`src/rtl/serial_frame_pkg.sv`:
```
// Shared definitions for the serial frame transmitter and its matching receiver:
// state encoding, line levels and a counter-width helper.
package serial_frame_pkg;

    localparam logic [2:0] IDLE   = 3'd0;
    localparam logic [2:0] START  = 3'd1;
    localparam logic [2:0] DATA   = 3'd2;
    localparam logic [2:0] PARITY = 3'd3;
    localparam logic [2:0] STOP   = 3'd4;

    localparam logic LINE_IDLE  = 1'b1;
    localparam logic LINE_START = 1'b0;
    localparam logic LINE_STOP  = 1'b1;

    // A counter for n states needs at least one bit, even when n is 1.
    function automatic int cnt_width(input int n);
        return (n > 1) ? $clog2(n) : 1;
    endfunction

endpackage

```
`src/rtl/serial_frame_tx_baud_tick_gen.sv`:
```
// Bit-period timer: counts 0..CLKS_PER_BIT-1 while a frame runs and flags the
// first and last cycle of every bit period.
module baud_tick_gen
    import serial_frame_pkg::*;
#(
    parameter int CLKS_PER_BIT = 4
) (
    input  logic clk,
    input  logic rst_n,
    input  logic clear,
    input  logic run,
    output logic tick_first,
    output logic tick_last
);

    localparam int CNT_W = cnt_width(CLKS_PER_BIT);
    localparam logic [CNT_W-1:0] CNT_LAST = CNT_W'(CLKS_PER_BIT - 1);

    logic [CNT_W-1:0] cnt_reg;

    always_ff @(posedge clk or negedge rst_n) begin
        if (!rst_n) begin
            cnt_reg <= '0;
        end else if (clear || !run || (cnt_reg == CNT_LAST)) begin
            cnt_reg <= '0;
        end else begin
            cnt_reg <= cnt_reg + 1'b1;
        end
    end

    // With CLKS_PER_BIT=1 both ticks are high on every running cycle.
    assign tick_first = run && (cnt_reg == '0);
    assign tick_last  = run && (cnt_reg == CNT_LAST);

endmodule

```
`src/rtl/serial_frame_tx.sv`:
```
// Framed serial transmitter: start bit, WIDTH data bits LSB first, optional
// parity, STOP_BITS stop bits, each bit held for CLKS_PER_BIT clocks.
module serial_frame_tx
    import serial_frame_pkg::*;
#(
    parameter int WIDTH        = 8,
    parameter int CLKS_PER_BIT = 4,
    parameter int PARITY_EN    = 0,
    parameter int PARITY_ODD   = 0,
    parameter int STOP_BITS    = 1
) (
    input  logic             clk,
    input  logic             rst_n,
    input  logic [WIDTH-1:0] tx_data,
    input  logic             tx_valid,
    output logic             tx_ready,
    output logic             tx_line,
    output logic             busy,
    output logic             bit_strobe
);

    localparam int IDX_W = $clog2(WIDTH + 1);
    localparam logic [IDX_W-1:0] DATA_LAST = IDX_W'(WIDTH - 1);
    localparam logic [IDX_W-1:0] STOP_LAST = IDX_W'(STOP_BITS - 1);

    logic [2:0]       state_reg, state_next;
    logic [WIDTH-1:0] shreg_reg, shreg_next;
    logic [IDX_W-1:0] idx_reg, idx_next;
    logic             parity_reg;
    logic             tx_line_reg, line_next;
    logic             accept;
    logic             tick_first, tick_last;

    assign accept = tx_valid && tx_ready;

    baud_tick_gen #(
        .CLKS_PER_BIT (CLKS_PER_BIT)
    ) u_baud (
        .clk        (clk),
        .rst_n      (rst_n),
        .clear      (accept),
        .run        (busy),
        .tick_first (tick_first),
        .tick_last  (tick_last)
    );

    always_ff @(posedge clk or negedge rst_n) begin
        if (!rst_n) begin
            state_reg <= IDLE;
        end else begin
            state_reg <= state_next;
        end
    end

    always_comb begin
        state_next = state_reg;
        case (state_reg)
            IDLE:   if (accept) state_next = START;
            START:  if (tick_last) state_next = DATA;
            DATA:   if (tick_last && (idx_reg == DATA_LAST))
                        state_next = (PARITY_EN != 0) ? PARITY : STOP;
            PARITY: if (tick_last) state_next = STOP;
            STOP:   if (tick_last && (idx_reg == STOP_LAST)) state_next = IDLE;
            default: state_next = IDLE;
        endcase
    end

    // The line level is chosen from the upcoming state so tx_line can be a flop.
    always_comb begin
        tx_ready  = (state_reg == IDLE);
        busy      = (state_reg != IDLE);
        line_next = LINE_IDLE;
        case (state_next)
            IDLE:    line_next = LINE_IDLE;
            START:   line_next = LINE_START;
            DATA:    line_next = shreg_next[0];
            PARITY:  line_next = parity_reg;
            STOP:    line_next = LINE_STOP;
            default: line_next = LINE_IDLE;
        endcase
    end

    // idx counts data bits in DATA and stop bits in STOP; it restarts on every state change.
    always_comb begin
        shreg_next = shreg_reg;
        idx_next   = idx_reg;
        if (accept) begin
            shreg_next = tx_data;
            idx_next   = '0;
        end else if (tick_last) begin
            if (state_reg == DATA) begin
                shreg_next = shreg_reg >> 1;
            end
            if (state_next != state_reg) begin
                idx_next = '0;
            end else begin
                idx_next = idx_reg + 1'b1;
            end
        end
    end

    always_ff @(posedge clk or negedge rst_n) begin
        if (!rst_n) begin
            shreg_reg   <= '0;
            idx_reg     <= '0;
            parity_reg  <= 1'b0;
            tx_line_reg <= LINE_IDLE;
        end else begin
            shreg_reg   <= shreg_next;
            idx_reg     <= idx_next;
            tx_line_reg <= line_next;
            if (accept) begin
                parity_reg <= (^tx_data) ^ (PARITY_ODD != 0);
            end
        end
    end

    assign tx_line    = tx_line_reg;
    assign bit_strobe = tick_first;

endmodule

```
`config.mk`:
```
export PLATFORM = sky130hd
export DESIGN_NAME = serial_frame_tx
export DESIGN_NICKNAME = d
export VERILOG_FILES = /design/src/rtl/serial_frame_pkg.sv /design/src/rtl/serial_frame_tx_baud_tick_gen.sv /design/src/rtl/serial_frame_tx.sv
export SDC_FILE = /design/constraint.sdc
export NUM_CORES = 1
export LEC_CHECK = 0
export CAP_MARGIN = 20
export CORE_UTILIZATION = 53
export DETAILED_ROUTE_END_ITERATION = 8
export GPL_ROUTABILITY_DRIVEN = 1
export PLACE_DENSITY_LB_ADDON = 0.1
export SYNTH_ARGS = -nofsm -noshare
export SYNTH_HDL_FRONTEND = slang
export SYNTH_HIERARCHICAL = 1
export SYNTH_SLANG_ARGS = --single-unit
```
`constraint.sdc`:
```
create_clock -name clk -period 3.1 [get_ports clk]
set_clock_uncertainty 0.15 [all_clocks]
set_input_delay 0.93 -clock clk [delete_from_list [all_inputs] [get_ports clk]]
set_output_delay 0.93 -clock clk [all_outputs]
set_load 0.02 [all_outputs]
```
==> key figures <==
Final layout
  • Antenna diode count: 0
  • Fin nets: 149
  • Layout fillers: approximately 170
  • Layout cells sized above 1: between 10% and 20%
  • Design area: around 1300 µm²
  • Max reg flops: 8
  • Area added between synthesis and finish: 16.19%

Synthesis
  • Area leader, netlist: dfrtp_1
  • Simple-Gate Fraction of Synth Area: between 20% and 30%
  • Yosys reg bits: 19
  • Mapped cell area: about 1100 µm²
  • Xor/xnor share of the synthesized area: 5.361%
  • Syn. warnings: 6
  • Mux share of post-synthesis cell area: 6.127%
  • Sequential share of the synthesized area: between 40% and 50%
  • Post-synth top area share: 39.39%
  • Post-synthesis compound-gate area fraction: about 15%
  • Adder-cell share of the synthesized area: roughly 4.4%
  • Synth Flop Type: dfrtp_1
  • Post-synth EDFFs: 0
  • Synth area leaders: dfrtp_1 39%, mux2i_1 6.1%, xnor2_1 5.4%
  • Syn Nets: 134
  • Post-Syn Instances: ~120
  • Async SR Flop Fraction: 100.0%
  • Largest family of logic cells by synthesized area: simple AND/OR/NAND/NOR gates
  • Synthesized area per cell: 9.610 µm²
  • Yosys cell types: 37

Timing
  • Worst slew margin: between 60% and 70%
  • Final setup vio count: 0
  • Fin crit period: 2.991 ns
  • Slew Viols, Final: 0
  • Max Clk Rate: around 0.33 GHz
  • Final hold vios: 0
  • Setup TNS: 0 ns
  • Worst-Margin Slew: ~0.57 ns
  • RSZ-0062 raised after global routing: no
  • Final Cycle Share: between 90% and 100%

Clock tree
  • CTS Root Cell: clkbuf_4
  • Clock latency at the later pin of the worst-skew pair: between 0.2 and 0.3 ns
  • Clk pin slew, worst setup/hold paths: about 0.10 ns
  • CTS resizes: 0
  • CTS max path bufs: 2
  • CTS sink count: 19
  • CTS Buf Count: 3
  • CTS tree: yes
  • H-tree depth: 1
  • Post-CTS Setup Bufs: 0
  • Hold Buf Count CTS: 0

Pwr
  • Pwr dens: ~800 nW/µm²
  • Peak supply drop: between 0.0005 and 0.0006 V
  • Lkg Pwr: about 0.00055 µW

Floorplanning
  • Die area: approximately 2300 µm²
  • I/O pins: 15
  • Cell Rows: 16
  • Initial Util: 57.13%
  • Die H: about 48 µm
  • Core Area: approximately 2000 µm²
  • DIE WIDTH: just under 50 µm

Worst setup path
  • CP Cell Sequence: or3_1 -> inv_1 -> clkdlybuf4s50_1
  • WP data required: just over 2 ns
  • CP Max Fanout: 10
  • Arrival @ worst endpoint: ~1.9 ns
  • Largest stage delay on the critical path: just under 0.6 ns
  • Slowest CP cell: clkdlybuf4s50_1
  • CP bufs+invs: 2
  • CP delay by family, top: buffers and inverters
  • CP Launch Type: register
  • Crit Path Class: reg2out
  • Crit path capture type: output pin

Drt
  • Detail Route Antenna Nets: 0
  • Iter 0 DRT Violations: 13
  • DRC Markers: 0
  • Detailed-route via count: a little under 900
  • Vias/cell: roughly 5.5
  • WL final: around 2.2 mm
  • DRT Pass-1 Iters: 4
  • Per-cell routed wire length: ~14 µm

Status
  • Status: finished clean

Global route
  • Vias in the first global route: 880
  • Overall Global Routing Usage: 21.73%
  • Gr ovfl total: 0
  • Initial antenna violation count: 0
  • First-pass GRT wire length: around 4 mm
  • Largest net degree at the start of global routing: 21

Placed design
  • Port bufs: 14
  • Placer Congestion: between 0.7 and 0.8
  • DP Area: roughly 1300 µm²
  • Hpwl dp: between 1.5 and 2 mm

Min path
  • Worst Hold Class: reg2reg

Flow run
  • # Max-Cap Violations: 0
[cells by family (layout without fill, tap and decap cells)]
kind of cell / after synthesis / count (layout)
AND/OR/NAND/NOR: 40 / 40
buffers and inverters: 14 / 28
adder cells (fa/ha/maj): 4 / 4
multiplexers: 7 / 7
XOR/XNOR: 7 / 7
flip-flops: 19 / 19
AO/OA/AOI/OAI: 28 / 28
[Yosys cell counts (all sizes together) (2+ instances only)]
| master | instances |
|---|---|
| a21oi | 8 |
| a31oi | 2 |
| and2 | 2 |
| and3 | 2 |
| buf | 5 |
| dfrtp | 18 |
| ha | 4 |
| inv | 7 |
| mux2i | 7 |
| nand2 | 13 |
| nand2b | 3 |
| nand3 | 2 |
| nand4 | 2 |
| nor2 | 6 |
| o211ai | 2 |
| o21ai | 12 |
| or3 | 2 |
| xnor2 | 7 |
[cells in the final DEF, fill, tap and decap left out, types with 3 or more instances in the layout]
cell             instances
dfrtp_1                 16
clkdlybuf4s50_1         13
nand2_1                 12
a21oi_1                  8
o21ai_1                  8
inv_1                    7
mux2i_1                  7
xnor2_1                  7
nor2_1                   6
o21ai_0                  4
ha_1                     4
nand2b_1                 3
clkbuf_4                 3
[worst reg2reg max path: cells and delay by family, from the launching register on]
kind	cells	cell delay [ns]
simple gates	4	1.23
flops	1	0.48
compound gates	3	0.55
[worst paths after layout]
check                                        from           endpoint  slack, ns  cells past startpoint
worst min-delay path            u_baud/cnt_reg[0]  u_baud/cnt_reg[0]       0.34                      1
worst max register to register       state_reg[1]         idx_reg[3]       0.61                      7
worst min register to register  u_baud/cnt_reg[0]  u_baud/cnt_reg[0]       0.34                      1
worst max-delay path                 state_reg[1]           tx_ready       0.11                      3
max in group asynchronous                   rst_n            tx_line       1.72                      2
min in group asynchronous                   rst_n         idx_reg[2]       0.82                      2
[metrics by stage]
stage	power, µW	worst slack, ns	std cells	util [%]	hold slack (ns)
floorplan	802.0	0.7631	119	-	0.3029
global placement	923.3	0.4168	156	64.81	0.3173
detailed placement	944.6	0.3920	156	64.81	0.3281
CTS	1070	0.05173	160	66.13	0.3427
global route	1160	0.01840	160	66.38	0.3747
finish	1061	0.1095	160	66.38	0.3355
[area by class of cell]
cell class	instances	area, µm²	area share [%]
multi-input combinational	86	596.8	44.92
inverter	8	35.03	2.637
clock buffer	4	26.28	1.977
timing repair buffer	16	157.7	11.86
tap	27	33.78	2.542
sequential	19	479.2	36.06
[layer usage]
| metal | vias up | global-route usage [%] | part of all wire, % |
|---|---|---|---|
| li1 | 442 | - | - |
| met1 | 419 | 28.34 | 45 |
| met2 | 16 | 35.68 | 50 |
| met3 | 4 | 3.774 | 2.9 |
| met4 | 0 | 9.314 | 1.5 |
| met5 | - | 0 | 0 |
[report_power, final]
part           leakage [µW]  internal (µW)  switching, µW  total, µW
clock network     0.0000150           50.0           74.4        124
logic              0.000302            228            265        493
registers          0.000231            358           85.5        444
total              0.000548            637            425       1060
Power figures use the tool's default switching activity.
